[src/rtl/sha256_msg_loader_pkg.sv]
// Shared constants and types for the byte-serial sha256 message loader.
package sha256_msg_loader_pkg;

  // Largest message that still fits two 512-bit blocks after padding.
  localparam int unsigned MAX_MSG_BYTES = 119;
  localparam int unsigned BLOCK_BITS    = 512;

  typedef enum logic [1:0] {
    COLLECT = 2'd0,
    SETTLE  = 2'd1,
    RESULT  = 2'd2
  } loader_state_t;

  // Message length in bits from a byte count.
  function automatic logic [9:0] bytes_to_bits(input logic [6:0] count);
    return {count, 3'b000};
  endfunction

endpackage

[src/rtl/sha256_msg_loader.sv]
// Byte-serial front end for the combinational sha256 core: packs an MSB-first
// byte stream into binary_input/input_length, holds it while the core settles,
// then returns the sampled hash bit over a valid/ready handshake.
module sha256_msg_loader
  import sha256_msg_loader_pkg::*;
#(
  parameter int unsigned MAX_BYTES     = MAX_MSG_BYTES,
  parameter int unsigned SETTLE_CYCLES = 4
) (
  input  logic          clk,
  input  logic          rst_n,
  input  logic          in_valid,
  output logic          in_ready,
  input  logic [7:0]    in_data,
  input  logic          in_last,
  output logic [0:1023] binary_input,
  output logic [0:9]    input_length,
  input  logic          hash_bit,
  output logic          result_valid,
  input  logic          result_ready,
  output logic          result_bit,
  output logic          overflow_err,
  output logic          busy
);

  localparam logic [6:0]  MaxCount   = 7'(MAX_BYTES);
  localparam logic [15:0] SettleLoad = 16'(SETTLE_CYCLES - 1);

  loader_state_t r_state, w_state_d;
  logic [0:1023] r_data, w_data_d;
  logic [6:0]    r_count, w_count_d;
  logic [15:0]   r_settle, w_settle_d;
  logic          r_ovf, w_ovf_d;
  logic          r_valid, w_valid_d;
  logic          r_bit, w_bit_d;
  logic          r_busy, w_busy_d;
  logic          w_accept;
  logic [9:0]    w_lane;

  // in_ready depends only on the registered state, never on in_valid.
  assign in_ready = (r_state == COLLECT);
  assign w_accept = in_valid && in_ready;
  // Bit offset of the next free byte lane; bit 0 of the lane takes in_data[7].
  assign w_lane   = bytes_to_bits(r_count);

  // Next-state logic for the collect / settle / result sequence.
  always_comb begin
    w_state_d  = r_state;
    w_data_d   = r_data;
    w_count_d  = r_count;
    w_settle_d = r_settle;
    w_ovf_d    = r_ovf;
    w_valid_d  = r_valid;
    w_bit_d    = r_bit;
    unique case (r_state)
      COLLECT: begin
        if (w_accept) begin
          if (r_count < MaxCount) begin
            w_data_d[w_lane +: 8] = in_data;
            w_count_d             = r_count + 7'd1;
          end else begin
            // Message full: drop the byte but remember that we did.
            w_ovf_d = 1'b1;
          end
          // A dropped last byte still terminates the message.
          if (in_last) begin
            w_state_d  = SETTLE;
            w_settle_d = SettleLoad;
          end
        end
      end
      SETTLE: begin
        if (r_settle == 16'd0) begin
          w_bit_d   = hash_bit;
          w_valid_d = 1'b1;
          w_state_d = RESULT;
        end else begin
          w_settle_d = r_settle - 16'd1;
        end
      end
      RESULT: begin
        if (r_valid && result_ready) begin
          // result_bit is deliberately kept until the next capture.
          w_valid_d = 1'b0;
          w_data_d  = '0;
          w_count_d = 7'd0;
          w_ovf_d   = 1'b0;
          w_state_d = COLLECT;
        end
      end
      default: begin
        w_state_d = COLLECT;
      end
    endcase
    w_busy_d = (w_state_d != COLLECT);
  end

  // State and output registers; reset clears any partial message.
  always_ff @(posedge clk or negedge rst_n) begin
    if (!rst_n) begin
      r_state  <= COLLECT;
      r_data   <= '0;
      r_count  <= 7'd0;
      r_settle <= 16'd0;
      r_ovf    <= 1'b0;
      r_valid  <= 1'b0;
      r_bit    <= 1'b0;
      r_busy   <= 1'b0;
    end else begin
      r_state  <= w_state_d;
      r_data   <= w_data_d;
      r_count  <= w_count_d;
      r_settle <= w_settle_d;
      r_ovf    <= w_ovf_d;
      r_valid  <= w_valid_d;
      r_bit    <= w_bit_d;
      r_busy   <= w_busy_d;
    end
  end

  assign binary_input = r_data;
  assign input_length = bytes_to_bits(r_count);
  assign result_valid = r_valid;
  assign result_bit   = r_bit;
  assign overflow_err = r_ovf;
  assign busy         = r_busy;

endmodule

[config.mk]
export PLATFORM = sky130hd
export DESIGN_NAME = sha256_msg_loader
export DESIGN_NICKNAME = d
export VERILOG_FILES = /design/src/rtl/sha256_msg_loader_pkg.sv /design/src/rtl/sha256_msg_loader.sv
export SDC_FILE = /design/constraint.sdc
export NUM_CORES = 2
export LEC_CHECK = 0
export ABC_AREA = 1
export BUFFER_PORTS_ARGS = -buffer_cell sky130_fd_sc_hd__buf_2
export CORE_AREA = 2 2 408 410
export CTS_CLUSTER_DIAMETER = 100
export DETAILED_ROUTE_END_ITERATION = 10
export DIE_AREA = 0 0 410 412
export HOLD_SLACK_MARGIN = 0.08
export PLACE_DENSITY = 0.52
export SETUP_SLACK_MARGIN = 0.05
export SLEW_MARGIN = 20
export SYNTH_ARGS = -nofsm -noshare
export SYNTH_HDL_FRONTEND = slang
export SYNTH_SLANG_ARGS = --single-unit
[constraint.sdc]
create_clock -name clk -period 3.47 [get_ports clk]
set_input_delay 0.347 -clock clk [delete_from_list [all_inputs] [get_ports clk]]
set_output_delay 0.347 -clock clk [all_outputs]
set_load 0.02 [all_outputs]
==> run summary <==
Die Area: 169000 um^2
Clock Latency Late Sink: 0.77 ns
worst clock skew: 0.0514 ns
largest area contributor in the netlist: dfrtp_1
syn_area_per_cell: 8.17 um^2
critical path launch point type: flip-flop
Max Slew Vio Count: 0
post-synth top area share: 60.0%
vias per cell: 4.65
most common cell after layout, fill and taps aside: nand2_1
Detailed Place HPWL: 166000 um
die width: 410 um
post-synthesis sequential area ratio: 60.0%
mapped cell area: 43900 um^2
Worst Path Arrival: 3.80 ns
wire per inst: 24.4 um
Slew HR: 26.3%
Yosys warnings: 0
Final Power: 0.0334 W
final worst-path cycle share: 89.2%
final WL: 215000 um
largest net degree at the start of global routing: 103
Setup CP Type: flip-flop to flip-flop
CTS tree: done
TritonCTS buffer count: 121
I/O pin cnt: 1053
crit end category: flip-flop
worst-margin pin slew: 1.10 ns
Peak Freq: 323 MHz
clk sinks: 1053
asr flop ratio synth: 100%
Min-Delay Path Class: input port to asynchronous set/reset pin
Hold Violations, Final: 0
GRT Overall Usage: 24.8%
vias post-DR: 41000
first-pass detailed-route iteration total: 7
Max Cap Viol: 0
minimum clock period: 3.09 ns
Cells after Synth: 5373
Routed Antenna Nets: 0
Cell Rows: 149
Starting Density: 26.7%
Chip Height: 412 um
DR DRC count: 0
routability cong.: 0.901
Worst EP required: 4.18 ns
H-tree levels: 3
Setup violations, final: 0
I/O Buffers: 1049
status: complete, no violations
Synth area leaders: dfrtp_1, nand2_1, nor2_1, nand3_1, inv_1
commonest non-fill, non-tap cells in the layout: nand2_1, dfrtp_1, buf_2
PwrDens: 589 nW/um^2
clk root buf: clkbuf_16
RSZ-0062 raised after global routing: false
fillers: 17400
initial antenna violation count: 2
Setup TNS: 0 ns
Unique masters post-synth: 34
leakage: 33.2 nW
VDD IR max: 0.417 mV
global-route wire length before repair: 301000 um
register bit count reported by yosys: 1053
number of synthesized flops with an enable pin: 0
share of layout cells above drive strength 1: 23.0%
clock buffer depth: 3
ys flop type: dfrtp_1
Worst-path clk slew: 0.07 ns
Layout area overhead: 29.3%
vias in the first global route: 39900
grt total ovfl: 0
CP Max Fanout: 14
final net count: 6544
First DRT Iteration DRCs: 3564
core box area: 164000 um^2
[worst max-delay path: stages, from the launching register on]
cell     delay, ns
dfrtp_1       0.66
ha_1          0.49
nand3_1       0.46
nor3_1        0.42
nand2_1       0.12
nor2_1        0.52
nand2_1       0.23
nand2_1       0.12
[sequential cells by signal, indices dropped and copies added (netlist names)]
| signal | cells |
|---|---|
| result_valid | 1 |
| binary_input | 1024 |
| busy | 1 |
| r_settle | 16 |
| overflow_err | 1 |
| r_count | 7 |
| result_bit | 1 |
| r_state | 2 |
[cell type report]
type,count,area [um^2],share of cell area (%)
Multi-Input combinational cell,3985,16200,28.6
Clock inverter,55,722,1.27
Sequential cell,1053,26400,46.5
Timing Repair Buffer,1166,6370,11.2
Inverter,196,756,1.33
Antenna cell,2,5.00,0.00882
Tap cell,2189,2740,4.83
Clock buffer,172,3570,6.29
[routing by layer]
layer	vias to the layer above	routed length (um)	GRT usage, %
met2	1535	101000	40.6
met1	20200	88300	31.1
met3	343	16000	6.13
met4	0	9790	10.5
met5	-	0	0
li1	18900	-	-
[Yosys cell counts (9+ instances only)]
master    count
nand2_1    2971
dfrtp_1    1053
nor2_1      444
nand3_1     209
inv_1       183
nor2_2       87
o21ai_0      79
clkbuf_1     70
buf_2        45
nor3_1       43
nand4_1      37
nor2_4       22
nor4_1       19
o21ai_1      16
buf_1        14
nand2_2       9
nor3_2        9
[where the power goes]
part | switching [W] | leakage [nW] | total [W] | internal (W)
logic | 0.00503 | 16.5 | 0.00636 | 0.00133
registers | 0.000441 | 14.5 | 0.0133 | 0.0129
clock network | 0.00561 | 2.11 | 0.0137 | 0.00814
[through the flow]
| stage | util [%] | setup slack [ns] | cell area [um^2] | hold WS [ns] | std cells |
|---|---|---|---|---|---|
| after floorplan | - | 1.15 | 43900 | 0.0514 | 5375 |
| final | 34.5 | 0.375 | 56700 | 0.116 | 8818 |
| after detailed placement | 31.9 | 0.311 | 52300 | 0.443 | 8578 |
| after global routing | 34.5 | 0.107 | 56700 | 0.165 | 8816 |
| after CTS | 34.5 | 0.283 | 56700 | 0.105 | 8816 |
| after global placement | 31.9 | 0.370 | 52300 | 0.443 | 8578 |
[final timing paths]
kind                                      to         startpoint  cells past startpoint  slack, ns
min in group clk            binary_input[58]         in_data[5]                      5       0.21
setup reg to reg             binary_input[8]         r_count[0]                      7       0.38
hold reg to reg            binary_input[954]  binary_input[954]                      2       0.46
hold / removal             binary_input[571]              rst_n                      2       0.12
max in group asynchronous  binary_input[151]              rst_n                      4       1.91
setup / recovery             binary_input[8]         r_count[0]                      7       0.38
[cell families (layout without fill, tap and decap cells)]
group | count (synthesis) | after routing | share of synthesized area [%]
AOI/OAI and AO/OA | 108 | 108 | 1.29
xor gates and xnor gates | 3 | 3 | 0.0599
adders and majority gates | 7 | 7 | 0.200
buffers and inverters | 337 | 1589 | 3.16
DFF | 1053 | 1053 | 60.0
other | 1 | 5 | 0.00854
and+or+nand+nor | 3864 | 3864 | 35.3
[timing repair]
item                      4_1_cts  5_1_grt
setup buffers                   0        0
gates resized for setup         0        0
hold endpoints to repair       75        0
hold buffers                   11        0
(Power assumes the default switching activity.)
